[src/rtl/mem_wb.sv]
// mem_wb -- MEM/WB pipeline register.
//
// Captures the MEM-stage result on every rising edge, selects and extends
// load data (little-endian byte/halfword lanes), and drives the register
// file write port, the HI/LO write port and a commit trace from registered
// state. A retired-instruction counter is kept for debug.
//
// Ports:
//   clk, rst              clock; asynchronous active-low reset
//   stall_mem, stall_wb   pipeline controller stalls
//   flush                 kill the in-flight MEM instruction
//   mem_valid, mem_pc     MEM instruction valid / PC
//   mem_we, mem_waddr     GPR write request
//   mem_alu               non-load result
//   mem_op                load type (000 none, 001 LB, 010 LBU, 011 LH,
//                         100 LHU, 101 LW; 110/111 behave as none)
//   mem_addr_lo           low two bits of the load address
//   mem_rdata             raw data-memory word
//   mem_hilo_we, mem_hi, mem_lo   HI/LO write request
//   wb_we, wb_waddr, wb_wdata     register file write port
//   wb_hilo_we, wb_hi, wb_lo      HI/LO write port
//   wb_valid, wb_pc               commit trace
//   retire_cnt                    retired-instruction count (wraps)
module mem_wb #(
  parameter int DW = 32,
  parameter int AW = 5
) (
  input  logic          clk,
  input  logic          rst,
  input  logic          stall_mem,
  input  logic          stall_wb,
  input  logic          flush,
  input  logic          mem_valid,
  input  logic [DW-1:0] mem_pc,
  input  logic          mem_we,
  input  logic [AW-1:0] mem_waddr,
  input  logic [DW-1:0] mem_alu,
  input  logic [2:0]    mem_op,
  input  logic [1:0]    mem_addr_lo,
  input  logic [DW-1:0] mem_rdata,
  input  logic          mem_hilo_we,
  input  logic [DW-1:0] mem_hi,
  input  logic [DW-1:0] mem_lo,
  output logic          wb_we,
  output logic [AW-1:0] wb_waddr,
  output logic [DW-1:0] wb_wdata,
  output logic          wb_hilo_we,
  output logic [DW-1:0] wb_hi,
  output logic [DW-1:0] wb_lo,
  output logic          wb_valid,
  output logic [DW-1:0] wb_pc,
  output logic [31:0]   retire_cnt
);

  typedef enum logic [2:0] {
    OP_NONE = 3'b000,
    OP_LB   = 3'b001,
    OP_LBU  = 3'b010,
    OP_LH   = 3'b011,
    OP_LHU  = 3'b100,
    OP_LW   = 3'b101
  } load_op_e;

  logic [7:0]    load_byte;
  logic [15:0]   load_half;
  logic [DW-1:0] wdata_next;
  logic          load_bubble;
  logic          hold;

  // Lane selection: byte lane k is mem_rdata[8k+7:8k]; the halfword is
  // picked by addr_lo[1] only (misalignment is trapped upstream).
  assign load_byte = mem_rdata[{mem_addr_lo, 3'b000} +: 8];
  assign load_half = mem_addr_lo[1] ? mem_rdata[31:16] : mem_rdata[15:0];

  always_comb begin
    // NOTE: default assignment first so every path drives wdata_next and
    // no latch is inferred; unused encodings fall back to the ALU result.
    wdata_next = mem_alu;
    case (load_op_e'(mem_op))
      OP_LB:   wdata_next = {{(DW-8){load_byte[7]}}, load_byte};
      OP_LBU:  wdata_next = {{(DW-8){1'b0}}, load_byte};
      OP_LH:   wdata_next = {{(DW-16){load_half[15]}}, load_half};
      OP_LHU:  wdata_next = {{(DW-16){1'b0}}, load_half};
      OP_LW:   wdata_next = mem_rdata;
      default: wdata_next = mem_alu;
    endcase
  end

  // Flush outranks every stall combination; a stalled MEM feeding a running
  // WB must not re-commit the same instruction, hence the bubble.
  assign load_bubble = flush | (stall_mem & ~stall_wb);
  assign hold        = ~flush & stall_mem & stall_wb;

  // NOTE: all pipeline state is updated with non-blocking assignments so
  // every register samples pre-edge values regardless of statement order.
  always_ff @(posedge clk or negedge rst) begin
    if (!rst) begin
      wb_we      <= 1'b0;
      wb_waddr   <= '0;
      wb_wdata   <= '0;
      wb_hilo_we <= 1'b0;
      wb_hi      <= '0;
      wb_lo      <= '0;
      wb_valid   <= 1'b0;
      wb_pc      <= '0;
      retire_cnt <= '0;
    end else if (load_bubble) begin
      // Bubble clears the write ports and trace; the counter is kept.
      wb_we      <= 1'b0;
      wb_waddr   <= '0;
      wb_wdata   <= '0;
      wb_hilo_we <= 1'b0;
      wb_hi      <= '0;
      wb_lo      <= '0;
      wb_valid   <= 1'b0;
      wb_pc      <= '0;
    end else if (!hold) begin
      // The $zero qualification keeps the write port quiet for r0 even
      // though the register file ignores such writes anyway.
      wb_we      <= mem_valid & mem_we & (mem_waddr != '0);
      wb_waddr   <= mem_waddr;
      wb_wdata   <= wdata_next;
      wb_hilo_we <= mem_valid & mem_hilo_we;
      wb_hi      <= mem_hi;
      wb_lo      <= mem_lo;
      wb_valid   <= mem_valid;
      wb_pc      <= mem_pc;
      if (mem_valid) retire_cnt <= retire_cnt + 32'd1;
    end
  end

endmodule

[config.mk]
export PLATFORM = sky130hd
export DESIGN_NAME = mem_wb
export DESIGN_NICKNAME = d
export VERILOG_FILES = /design/src/rtl/mem_wb.sv
export SDC_FILE = /design/constraint.sdc
export NUM_CORES = 1
export LEC_CHECK = 0
export BUFFER_PORTS_ARGS = -buffer_cell sky130_fd_sc_hd__buf_4
export CAP_MARGIN = 10
export CORE_UTILIZATION = 40
export CTS_CLUSTER_DIAMETER = 120
export CTS_CLUSTER_SIZE = 20
export DETAILED_ROUTE_END_ITERATION = 16
export PLACE_DENSITY = 0.77
export SETUP_SLACK_MARGIN = 0.05
export SYNTH_ARGS = -nofsm -noshare
export SYNTH_HDL_FRONTEND = slang
export SYNTH_SLANG_ARGS = --single-unit
[constraint.sdc]
create_clock -name clk -period 1.55 [get_ports clk]
set_input_delay 0 -clock clk [delete_from_list [all_inputs] [get_ports clk]]
set_output_delay 0 -clock clk [all_outputs]
set_load 0.05 [all_outputs]
-- Word level (Yosys, flattened, before mapping)
Index checks and enable logic that the tools add are counted.
- shift-type cells: 1
- order comparisons: 0
- bitwise operators: 11
- div/mod/pow operators: 0
- eq/ne operators: 6
- multiplexer cells: 18
- reduce and logical (&&, ||, !) cells: 2
- $add $sub $neg: 1
- multipliers: 0
- operators with widths (operator ; number):
    two-way mux 32 bit ; 8
    case mux 32 bit (5 select lines) ; 1
    adder 32 x 1 -> 32 bit (second input constant) ; 1
    indexed part select 32 x 6 -> 8 bit ; 1
    two-way mux 16 bit ; 1
    two-way mux 5 bit ; 2
    bitwise AND 1 bit ; 6
    equality test 3 x 2 -> 1 bit (second input constant) ; 2
    equality test 3 bit (second input constant) ; 2
    two-way mux 1 bit ; 6
    nonzero test 5 bit ; 1
    NOT 1 bit ; 4
    equality test 3 x 1 -> 1 bit (second input constant) ; 1
    AND reduction 3 bit ; 1
    != test 2 bit (second input constant) ; 1
    bitwise OR 1 bit ; 1
- bits of input ports: 178
- latch bits: 0
- register bits after elaboration: 168
- memories: 0
- output and inout bits: 168
- bits in writable memories: 0
- memory bits (read-only): 0

-- Depth between registers and ports, before layout
- word-level depth: 5
- mapped depth: 7
- gate-level depth less buffers: 5

-- Worst setup path after synthesis
Ideal clock, no wire load.
- path kind: reg2reg
- start: register retire_cnt[5]
- end: register retire_cnt[18]
- required time: 1408 ps
- arrival time: 1815 ps
- cell stages (with the launch flop): 6
- slack: -407 ps
- cell sequence: dfrtp_1 > nand4_2 > nor4_1 > buf_2 > nand4_1 > xnor2_1
- longest elaborated chain between the ends: 1
- RTL lines (what ; line ; RTL):
    start, declared ; 52 ; output logic [31:0] retire_cnt
    start signal, assigned ; 128 ; if (mem_valid) retire_cnt <= retire_cnt + 32'd1;
    adder 32 x 1 -> 32 bit ; 128 ;
No other way between the ends.
A chain may end at the register's enable or synchronous reset.

-- Worst setup path in the final report
- start: register retire_cnt[0]
- end: register retire_cnt[20]
Same word-level chain as after synthesis.

==> results.toml <==
[run_status]
status = "complete, no violations"

[sta]
finalClockSkew_ns = 0.004824
relSlewSlack = 0.4045
post-route-period-util = 0.9742
fmax_mhz = 662.3
drv_slew = 0
hold_viol_final = 0
setup_tns_ns = 0
finalSetupViolations = 0
rsz0062_at_grt = "yes"
period_minus_slack_ns = 1.510
worst_pin_slew_ns = 0.8866

[yosys]
synth-xor-area-share = 0.03412
synthArstFlopShare = 1.000
ys_seq_area_frac = 0.5284
syn_area_mm2 = 0.007956
synthDominantCellAreaShare = 0.5284
synth_ff_type = "dfrtp_1"
synth_top_family_by_area = "compound AO/OA/AOI/OAI gates"
synthAdderAreaFrac = 0.001573
syn_inst = 715
yosysTopAreaCell = "dfrtp_1"
synthSimpleGateAreaFrac = 0.1255
synth_compound_area_frac = 0.2315
yosysWarnings = 0
synth_edf_count = 0
synth_seq_cells = 168
synthTopCellsByArea = "dfrtp_1 (53%), a22o_1 (13%), xnor2_1 (3.0%)"
syn_area_per_cell_um2 = 11.13
mappedNetlistNets = 894
synthDistinctLibCells = 49
synthMuxAreaShare = 0.04435

[critical_path]
reg2reg_slack_ns = 0.04
endpoint_kind = "flip-flop"
worstPathArrival_ns = 1.82
critical_path.max_fanout = 5
worstPathCellList = "ha_4, nand2_4, nor4_4, buf_4, nand3_1, xnor2_1"
slowest_stage = "dfrtp_2"
startpoint_type = "flip-flop"
critical_path_class = "reg -> reg"
critPathMaxStageDelay_ns = 0.41
rr_endpoint = "retire_cnt[20]"
worstReg2RegStart = "retire_cnt[0]"
rr_worst_depth = 6
crit_required_ns = 1.86

[floorplan]
fp.coreArea_mm2 = 0.01946
io-pin-count = 346
die_w_um = 143.0
rows = 51
die-area_mm2 = 0.02046
die_h_um = 143.0
initial_core_util = 0.4088

[detailed_routing]
routedWlPerCell_um = 20.55
ant_nets = 0
routed_wl_mm = 30.67
drcViolationCount = 0
dr.pass1.iters = 5
drt-initial-drc-count = 656
vias = 8377
vias_per_cell = 5.615

[cells_and_area]
stdcell_count = 1492
final_net_count = 1391
drive_gt1_frac = 0.3976
layout_common_cells = "buf_4 (389), dfrtp_1 (145), dlygate4sd3_1 (133)"
areaGrowthSynthToFinish_pct = 67.43
final_common_cell = "buf_4"

[clock_network]
cts_buffers = 17
cts_tree = "done"
root_buffer = "clkbuf_16"
h-tree-depth = 4
cts_sinks = 168
clk_pin_slew_ns = 0.07
cts_max_path_buffers = 2
clk_latency_ns = 0.42

[worst_hold_path]
min_from = "mem_op[1]"
min_path_type = "in -> reg"
whs_endpoint = "wb_wdata[7]"
min_delay_path_depth = 3

[place]
dp.cells = 1315
port_buffers = 345
dp_hpwl_mm = 19.28
gp_congestion = 0.8797

[grt]
grt_pass1_vias = 8442
grt.total_usage = 0.2987
gr-total-overflow = 0
grt_first_pass_wirelength_mm = 46.40
grt_max_degree = 70
antenna_found_initial = 0

[power_and_ir_drop]
powerDensity_mw_per_mm2 = 931.5
vdd_drop_max_v = 0.0006260
leakagePower_uw = 0.006462

[flow_run]
cap_violations = 0
[synth_stat cells (all sizes together) (17+ instances only)]
cell type and n:
nor2b 17, nor2 24, o21ai 30, a21oi 39, o22ai 30, nand2 44, dfrtp 168, xnor2 27
nand2b 18, nand3 17, a22o 118, buf 24, clkbuf 35
[critical path, delay by kind of cell, from the launching register on]
kind,cells,cell delay (ns)
fa+ha+maj,1,0.17
simple gates,3,0.47
buf+inv,1,0.20
flops,1,0.41
xor+xnor,1,0.15
[report_power, final]
group          switching, uW  leakage, uW  internal (uW)  total [uW]
combinational           1920      0.00396           1410        3330
sequential               216      0.00223           4630        4850
clock                   2060     0.000281           2160        4230
[worst max path at each step]
stage | depth (start not counted) | from | endpoint | slack, ns
2_1_floorplan | 5 | retire_cnt[5] | retire_cnt[30] | -0.10
3_3_place_gp | 6 | mem_addr_lo[1] | wb_wdata[19] | -0.04
3_5_place_dp | 6 | mem_addr_lo[1] | wb_wdata[31] | -0.09
4_1_cts | 4 | retire_cnt[12] | retire_cnt[30] | 0.05
5_1_grt | 6 | retire_cnt[0] | retire_cnt[25] | -0.05
6_report | 6 | retire_cnt[0] | retire_cnt[20] | 0.04
[registers in the layout (all words and copies together), names as in the netlist]
| signal | cells |
|---|---|
| wb_waddr | 5 |
| wb_valid | 1 |
| wb_wdata | 32 |
| wb_we | 1 |
| wb_hi | 32 |
| wb_lo | 32 |
| wb_hilo_we | 1 |
| wb_pc | 32 |
| retire_cnt | 32 |
[per-stage QoR]
step	total power (uW)	worst slack (ns)	utilization	hold WS, ns	instance area (um2)
CTS	12220	0.05120	0.6750	0.01450	13140
global placement	7688	-0.04350	0.5765	-0.04543	11220
global route	12860	-0.04972	0.6842	0.05659	13320
detailed placement	7734	-0.08752	0.5765	-0.04449	11220
floorplan	6445	-0.1042	-	-0.2956	8009
finish	12410	0.04003	0.6845	0.04012	13320
[layer usage]
layer	global-route usage	wire (um)	up-vias
li1	-	-	3707
met3	0.06975	2367	95
met5	0	0	-
met4	0.1443	1173	0
met1	0.3756	11980	4106
met2	0.4837	15150	469
[logic make-up after synthesis]
logic type,Yosys count
xor gates and xnor gates,31
DFF,168
adders and majority gates,1
buffers and inverters,64
and+or+nand+nor,175
muxes,25
AOI/OAI and AO/OA,251
[final cells by class]
| class | instances | area [um2] |
|---|---|---|
| fillers | 1348 | 6141 |
| repair buffers | 537 | 4534 |
| flip-flops and latches | 168 | 4233 |
| multi-input cells | 483 | 3621 |
| clock buffers | 18 | 429.2 |
| well taps | 265 | 331.6 |
| clock inverters | 14 | 148.9 |
| inverters | 5 | 18.77 |
| diodes | 2 | 5.005 |
[timing repair]
item	4_1_cts	5_1_grt
buffers inserted	1	8
pin swaps	2	13
endpoints found under the setup margin	5	14
gates resized for setup	0	20
endpoints found under the hold margin	301	0
hold buffers	133	0
cloned	0	1
(Power assumes the default switching activity.)
